===== config.mk =====
export PLATFORM = sky130hd
export DESIGN_NAME = pixel_frame_writer
export DESIGN_NICKNAME = d
export VERILOG_FILES = /design/src/rtl/pixel_frame_writer_pkg.sv /design/src/rtl/pixel_hold_reg.sv /design/src/rtl/pixel_frame_writer.sv
export SDC_FILE = /design/constraint.sdc
export NUM_CORES = 1
export LEC_CHECK = 0
export ABC_CLOCK_PERIOD_IN_PS = 2600
export BUFFER_PORTS_ARGS = -buffer_cell sky130_fd_sc_hd__clkbuf_2
export CAP_MARGIN = 20
export CORE_MARGIN = 2
export CORE_UTILIZATION = 48
export DETAILED_ROUTE_END_ITERATION = 10
export GPL_TIMING_DRIVEN = 0
export PLACE_DENSITY = 0.67
export SLEW_MARGIN = 15
export SYNTH_ARGS = -nofsm -noshare
export SYNTH_HDL_FRONTEND = slang
export SYNTH_HIERARCHICAL = 1
export SYNTH_SLANG_ARGS = --single-unit

===== constraint.sdc =====
create_clock -name clk -period 2.6 [get_ports clk]
set_input_delay 0.39 -clock clk [delete_from_list [all_inputs] [get_ports clk]]
set_output_delay 0.39 -clock clk [all_outputs]
set_load 0.01 [all_outputs]

===== src/rtl/pixel_frame_writer_pkg.sv =====
// Shared definitions for the pixel frame writer: state encoding, default
// geometry and the width of the running pixel sum.
package pixel_frame_writer_pkg;

  typedef enum logic [1:0] {
    ST_IDLE    = 2'd0,
    ST_CAPTURE = 2'd1,
    ST_DONE    = 2'd2
  } pfw_state_t;

  localparam int DEF_IMG_W  = 256;
  localparam int DEF_IMG_H  = 256;
  localparam int DEF_ADDR_W = 16;
  // 256*256*255 fits in 24 bits, so the sum never wraps.
  localparam int SUM_W      = 24;

endpackage


===== src/rtl/pixel_hold_reg.sv =====
// One-entry hold register between the pixel stream and the frame buffer.
// A load in the same cycle as a drain keeps the entry full (pass-through
// at one byte per clock).
module pixel_hold_reg (
  input  logic       clk,
  input  logic       rst,
  input  logic       load,
  input  logic [7:0] din,
  input  logic       drain,
  output logic [7:0] dout,
  output logic       full
);

  logic [7:0] data_reg;
  logic       full_reg;

  // Capture a new byte on load; otherwise empty the slot when it drains.
  always_ff @(posedge clk) begin
    if (rst) begin
      data_reg <= 8'd0;
      full_reg <= 1'b0;
    end else if (load) begin
      data_reg <= din;
      full_reg <= 1'b1;
    end else if (drain) begin
      full_reg <= 1'b0;
    end
  end

  assign dout = data_reg;
  assign full = full_reg;

endmodule


===== src/rtl/pixel_frame_writer.sv =====
// Streams one frame of processed pixels into a frame buffer, row-major
// from address 0, with a one-entry hold stage so the buffer can stall
// writes without losing input bytes. Tracks rows, frame end and pixel sum.
module pixel_frame_writer
  import pixel_frame_writer_pkg::*;
#(
  parameter int IMG_W  = DEF_IMG_W,
  parameter int IMG_H  = DEF_IMG_H,
  parameter int ADDR_W = DEF_ADDR_W
) (
  input  logic              clk,
  input  logic              rst,
  input  logic              start,
  input  logic              in_valid,
  input  logic [7:0]        in_byte,
  output logic              in_ready,
  output logic              mem_we,
  output logic [ADDR_W-1:0] mem_addr,
  output logic [7:0]        mem_wdata,
  input  logic              mem_grant,
  output logic              busy,
  output logic              line_done,
  output logic              frame_done,
  output logic [SUM_W-1:0]  frame_sum
);

  localparam int                COL_W     = $clog2(IMG_W);
  localparam logic [ADDR_W-1:0] LAST_ADDR = ADDR_W'(IMG_W * IMG_H - 1);
  localparam logic [COL_W-1:0]  LAST_COL  = COL_W'(IMG_W - 1);

  pfw_state_t        state_reg, state_next;
  logic [ADDR_W-1:0] addr_reg;
  logic [ADDR_W-1:0] acc_cnt_reg;   // bytes accepted so far this frame
  logic [COL_W-1:0]  col_reg;
  logic [SUM_W-1:0]  sum_reg;
  logic              last_acc_reg;  // final pixel of the frame already taken
  logic              line_done_reg;

  logic              hold_full;
  logic [7:0]        hold_byte;
  logic              accept;
  logic              write_done;
  logic              start_ok;

  assign start_ok   = (state_reg == ST_IDLE) & start;
  assign write_done = hold_full & mem_grant;
  assign in_ready   = (state_reg == ST_CAPTURE) & (~hold_full | mem_grant) & ~last_acc_reg;
  assign accept     = in_valid & in_ready;

  pixel_hold_reg u_hold (
    .clk   (clk),
    .rst   (rst),
    .load  (accept),
    .din   (in_byte),
    .drain (write_done),
    .dout  (hold_byte),
    .full  (hold_full)
  );

  // State register.
  always_ff @(posedge clk) begin
    if (rst) state_reg <= ST_IDLE;
    else     state_reg <= state_next;
  end

  // Next-state: the frame ends on the completed write of the last address.
  always_comb begin
    state_next = state_reg;
    case (state_reg)
      ST_IDLE:    if (start) state_next = ST_CAPTURE;
      ST_CAPTURE: if (write_done && addr_reg == LAST_ADDR) state_next = ST_DONE;
      ST_DONE:    state_next = ST_IDLE;
      default:    state_next = ST_IDLE;
    endcase
  end

  // Address, column, accept counter and sum; cleared on an accepted start.
  always_ff @(posedge clk) begin
    if (rst) begin
      addr_reg      <= '0;
      acc_cnt_reg   <= '0;
      col_reg       <= '0;
      sum_reg       <= '0;
      last_acc_reg  <= 1'b0;
      line_done_reg <= 1'b0;
    end else if (start_ok) begin
      addr_reg      <= '0;
      acc_cnt_reg   <= '0;
      col_reg       <= '0;
      sum_reg       <= '0;
      last_acc_reg  <= 1'b0;
      line_done_reg <= 1'b0;
    end else begin
      line_done_reg <= write_done && (col_reg == LAST_COL);
      if (accept) begin
        acc_cnt_reg <= acc_cnt_reg + 1'b1;
        if (acc_cnt_reg == LAST_ADDR) last_acc_reg <= 1'b1;
      end
      if (write_done) begin
        sum_reg <= sum_reg + SUM_W'(hold_byte);
        // The final address is held so it stays visible after the frame.
        if (addr_reg != LAST_ADDR) addr_reg <= addr_reg + 1'b1;
        col_reg <= (col_reg == LAST_COL) ? '0 : col_reg + 1'b1;
      end
    end
  end

  assign mem_we     = hold_full;
  assign mem_wdata  = hold_byte;
  assign mem_addr   = addr_reg;
  assign busy       = (state_reg != ST_IDLE);
  assign frame_done = (state_reg == ST_DONE);
  assign line_done  = line_done_reg;
  assign frame_sum  = sum_reg;

endmodule


=== After elaboration in Yosys (flattened, before gate mapping) ===
Index checks and enable logic that the tools add are counted.

* Bits in registers: 77
* Input bits: 13
* Output and inout bits: 53
* Word-level logic and storage cells: 44

* Reductions and logical operators: 9
* Bitwise gates (word level): 8
* $add $sub $neg: 4
* Eq/ne operators: 8
* Muxes and demuxes: 6

{| class="wikitable"
|+ Operators by type and width
! operator !! count
|-
| adder 16 x 1 -> 16 bit (second input constant) || 2
|-
| == test 16 bit (second input constant) || 2
|-
| adder 24 x 8 -> 24 bit || 1
|-
| != test 16 bit (second input constant) || 1
|-
| adder 8 x 1 -> 8 bit (second input constant) || 1
|-
| == test 8 bit (second input constant) || 1
|-
| two-way mux 8 bit || 1
|-
| AND reduction 2 bit || 3
|-
| bitwise AND 1 bit || 5
|-
| two-way mux 2 bit || 2
|-
| case mux 2 bit (2 select lines) || 1
|-
| nonzero test 2 bit || 2
|-
| == test 2 x 1 -> 1 bit (second input constant) || 1
|-
| == test 2 bit (second input constant) || 1
|-
| logical AND 1 bit || 2
|-
| zero test 2 bit || 1
|-
| two-way mux 1 bit || 2
|-
| != test 2 x 1 -> 1 bit (second input constant) || 1
|-
| != test 2 bit (second input constant) || 1
|-
| NOT 1 bit || 2
|-
| OR reduction 2 bit || 1
|-
| OR 1 bit || 1
|}

=== Depth between registers and ports, before layout ===
* Depth after elaboration: 6
* Depth in mapped cells: 8

=== By module ===
The synthesis kept the hierarchy.

{| class="wikitable"
|+ Modules (own cells, without submodules)
! module !! times used !! area an instance (um^2) !! sequential area each (um^2) !! cells each
|-
| pixel_frame_writer || 1 || 3415.8 || 1361.3 || 398
|-
| pixel_hold_reg || 1 || 321.6 || 180.2 || 30
|}

=== Least setup slack after synthesis ===
No wires, ideal clock.

* Path type: flip-flop to flip-flop
* Start: register u_hold.data_reg[0] (netlist: u_hold/dout[0])
* End: register sum_reg[8] (netlist: frame_sum[8])
* Stages on the path, launching flop included: 9
* Setup time: 0.128 ns
* Data arrival time: 1.968 ns
* Slack: 0.505 ns
* Required time: 2.472 ns
* Cells stage by stage: dfxtp_1 ha_1 fa_1 a211oi_1 nor3_2 o21ai_1 buf_2 xor2_1 nor2_1

* Cells in the longest elaborated chain, start to end: 1

{| class="wikitable"
|+ RTL lines
! what !! RTL line !! RTL
|-
| from (decl) || pixel_hold_reg.sv:14 || <nowiki>logic [7:0] data_reg;</nowiki>
|-
| from (signal assigned) || pixel_hold_reg.sv:23 || <nowiki>data_reg <= din;</nowiki>
|-
| adder 24 x 8 -> 24 bit || pixel_frame_writer.sv:100 || <nowiki>sum_reg <= sum_reg + SUM_W'(hold_byte);</nowiki>
|-
| to (signal assigned) || pixel_frame_writer.sv:100 ||
|-
| to (decl) || pixel_frame_writer.sv:35 || <nowiki>logic [SUM_W-1:0] sum_reg;</nowiki>
|}

Every way passes these cells.
A chain may end at the register's enable or synchronous reset.

=== Worst setup path after layout ===
Same ends and word-level chain as after synthesis.

==> metrics.txt <==
status=complete, no violations; initial drt markers=202; Reg2Reg Depth=8; register area share after synthesis=41.2%; DP Worst Slack=0.261 ns; final hold vios=0; Initial Util=48.9%; worst path required time=2.82 ns; commonest non-fill, non-tap cell in the layout=dfxtp_1; GR Overflow Total=0; synth top area cells=dfxtp_1 41%, xor2_1 6.1%, nor2_1 5.4%; Critical Path Source=u_hold/dout[0]; number of nets in the layout=529; vias in the first global route=2968; Layout Utilization=57.9%; warnings from Yosys=6; crit-path leading delay family=adder cells; first-pass GRT wire length=13900 um; PwrDens=550 nW/um^2; Skew-Pair Late Insertion Delay=0.36 ns; TritonCTS buffer count=9; WP data arrival=2.59 ns; GRT Resource Usage Total=20.6%; Crit Path Max Fanout=10; commonest non-fill, non-tap cells in the layout=77 x dfxtp_1, 66 x clkbuf_2, 54 x nor2_1; WL final=8400 um; CTS root buf=clkbuf_8; post-route clock period utilization=91.3%; syn nets=453; CP Launch Type=flip-flop; Stages on worst setup path=8; Async SR Flop Fraction=0%; ANT nets after route=0; WL per Instance=13.7 um; die area=8510 um^2; Yosys cell types=52; reg2reg start=u_hold/dout[0]; drt drc=0; vias after detailed routing=3282; CTS tree=done; Design Power=2.44 mW; Post-synth EDFFs=0; Post-DP HPWL=5950 um; initial antenna violation count=0; FILL cells=717; port bufs=65; core region area=7650 um^2; Buf/Inv on CP=1; Std-Cell Rows=32; Hold Crit Class=input port to flip-flop; Synth area leader=dfxtp_1; Max Fclk=0.421 GHz; hold_sp=in_byte[2]; LEAKAGE=1.77 nW; nature of the critical path endpoint=flip-flop; clock net sink count=77; measured slew at the worst slew-check pin=0.683 ns; vias per inst=5.37; area growth from synthesis to layout=18.5%; final setup fails=0; Largest register FFs=24; Resized Gates After CTS=0; flop and latch count out of synthesis=77; crit path cell chain=ha_1, fa_1, a211oi_1, nor3_2, o21ai_1, buf_2, xor2_1, nor2_1; Post-Syn Area=3740 um^2; hold-fix buffer count after cts=0; Final WS setup=0.227 ns; Top Ports=66; diode count=0; Primary FF master, synth=dfxtp_1; Avg Cell Area, Syn=8.73 um^2; Setup Buffers After CTS=0; setup TNS=0 ns; final max-slew violation count=0; DRT Pass-1 Iters=4; clk slew on worst S/H paths=0.08 ns; H-tree depth=3; worst vdd ir=0.000238 V; clk_skew=0.0123 ns; fin crit period=2.37 ns; Crit-path slowest cell=a211oi_1; Cells after Synth=428; fraction of layout cells with a size suffix above 1=18.1%; chip height=92.2 um; largest net degree at the start of global routing=13; gpl congestion=0.841; Cells on Worst Hold Path=3; CTS Buffer Depth=2; post-synth top area share=41.2%; Crit Path Class=flip-flop to flip-flop; unrepaired setup endpoints after global routing=no; Die X=92.2 um; Rel. slew slack=54.5%; Max-cap violations=0; Worst path max stage delay=0.46 ns
[report_power, final]
part	internal (mW)	total, mW	switching, mW
combinational	0.0428	0.126	0.0828
sequential	1.19	1.20	0.0110
clock	0.664	1.11	0.447
total	1.90	2.44	0.540
[Yosys cell counts, types with 4 or more instances]
cell type	count
dfxtp_1	77
or4_1	6
nor3_1	5
a21o_1	6
mux2i_1	16
nand4_1	12
a211oi_1	7
nor2_1	54
and4_1	6
o2111ai_1	4
o21ai_0	10
nand2_1	43
clkbuf_1	14
o31ai_1	4
ha_1	11
a21oi_1	23
xnor2_1	13
nand3_1	15
nand2b_1	8
o211ai_1	6
and3_1	10
xor2_1	26
inv_1	12
[per-layer routing]
metal  wire [um]  GRT usage [%]  part of all wire, %  vias up
met2        3810           32.0                   45       64
met4         111           7.96                  1.3        0
li1            -              -                    -     1670
met1        4170           28.2                   50     1540
met3         309           4.11                  3.7        8
met5           0              0                    0        -
[kinds of logic (layout without fill, tap and decap cells)]
group,Yosys count,in the layout,synth area share [%]
xor+xnor,39,39,9.14
simple gates,179,179,24.6
compound gates,73,73,13.0
flops,77,77,41.2
buf+inv,32,113,3.48
fa+ha+maj,12,12,4.22
mux,16,16,4.29
[cell type report]
type | count | area [um^2] | share of cell area [%]
Clock inverter | 4 | 95.1 | 2.15
Inverter | 13 | 48.8 | 1.10
Multi-Input combinational cell | 319 | 2070 | 46.6
Buffer | 19 | 81.3 | 1.84
Tap cell | 102 | 128 | 2.88
Clock buffer | 12 | 145 | 3.28
Timing Repair Buffer | 65 | 325 | 7.34
Sequential cell | 77 | 1540 | 34.8
[through the flow]
step	std cells	area (um^2)	hold WS [ns]
after floorplan	428	3740	0.428
after global placement	595	4190	0.446
after detailed placement	595	4190	0.458
after CTS	611	4430	0.260
after global routing	611	4430	0.270
final	611	4430	0.275
[worst register-to-register path, delay by kind of cell (launching register included)]
| kind | cells | cell delay, ns |
|---|---|---|
| AO/OA/AOI/OAI | 2 | 0.65 |
| XOR/XNOR | 1 | 0.18 |
| adder cells (fa/ha/maj) | 2 | 0.67 |
| buffers and inverters | 1 | 0.24 |
| flip-flops | 1 | 0.33 |
| AND/OR/NAND/NOR | 2 | 0.17 |
[path summary, 6_finish.rpt]
check                    end  slack (ns)
max             frame_sum[8]        0.23
max reg2reg     frame_sum[8]        0.23
min reg2reg  acc_cnt_reg[14]        0.47
min           u_hold/dout[2]        0.28
Power figures use the tool's default switching activity.
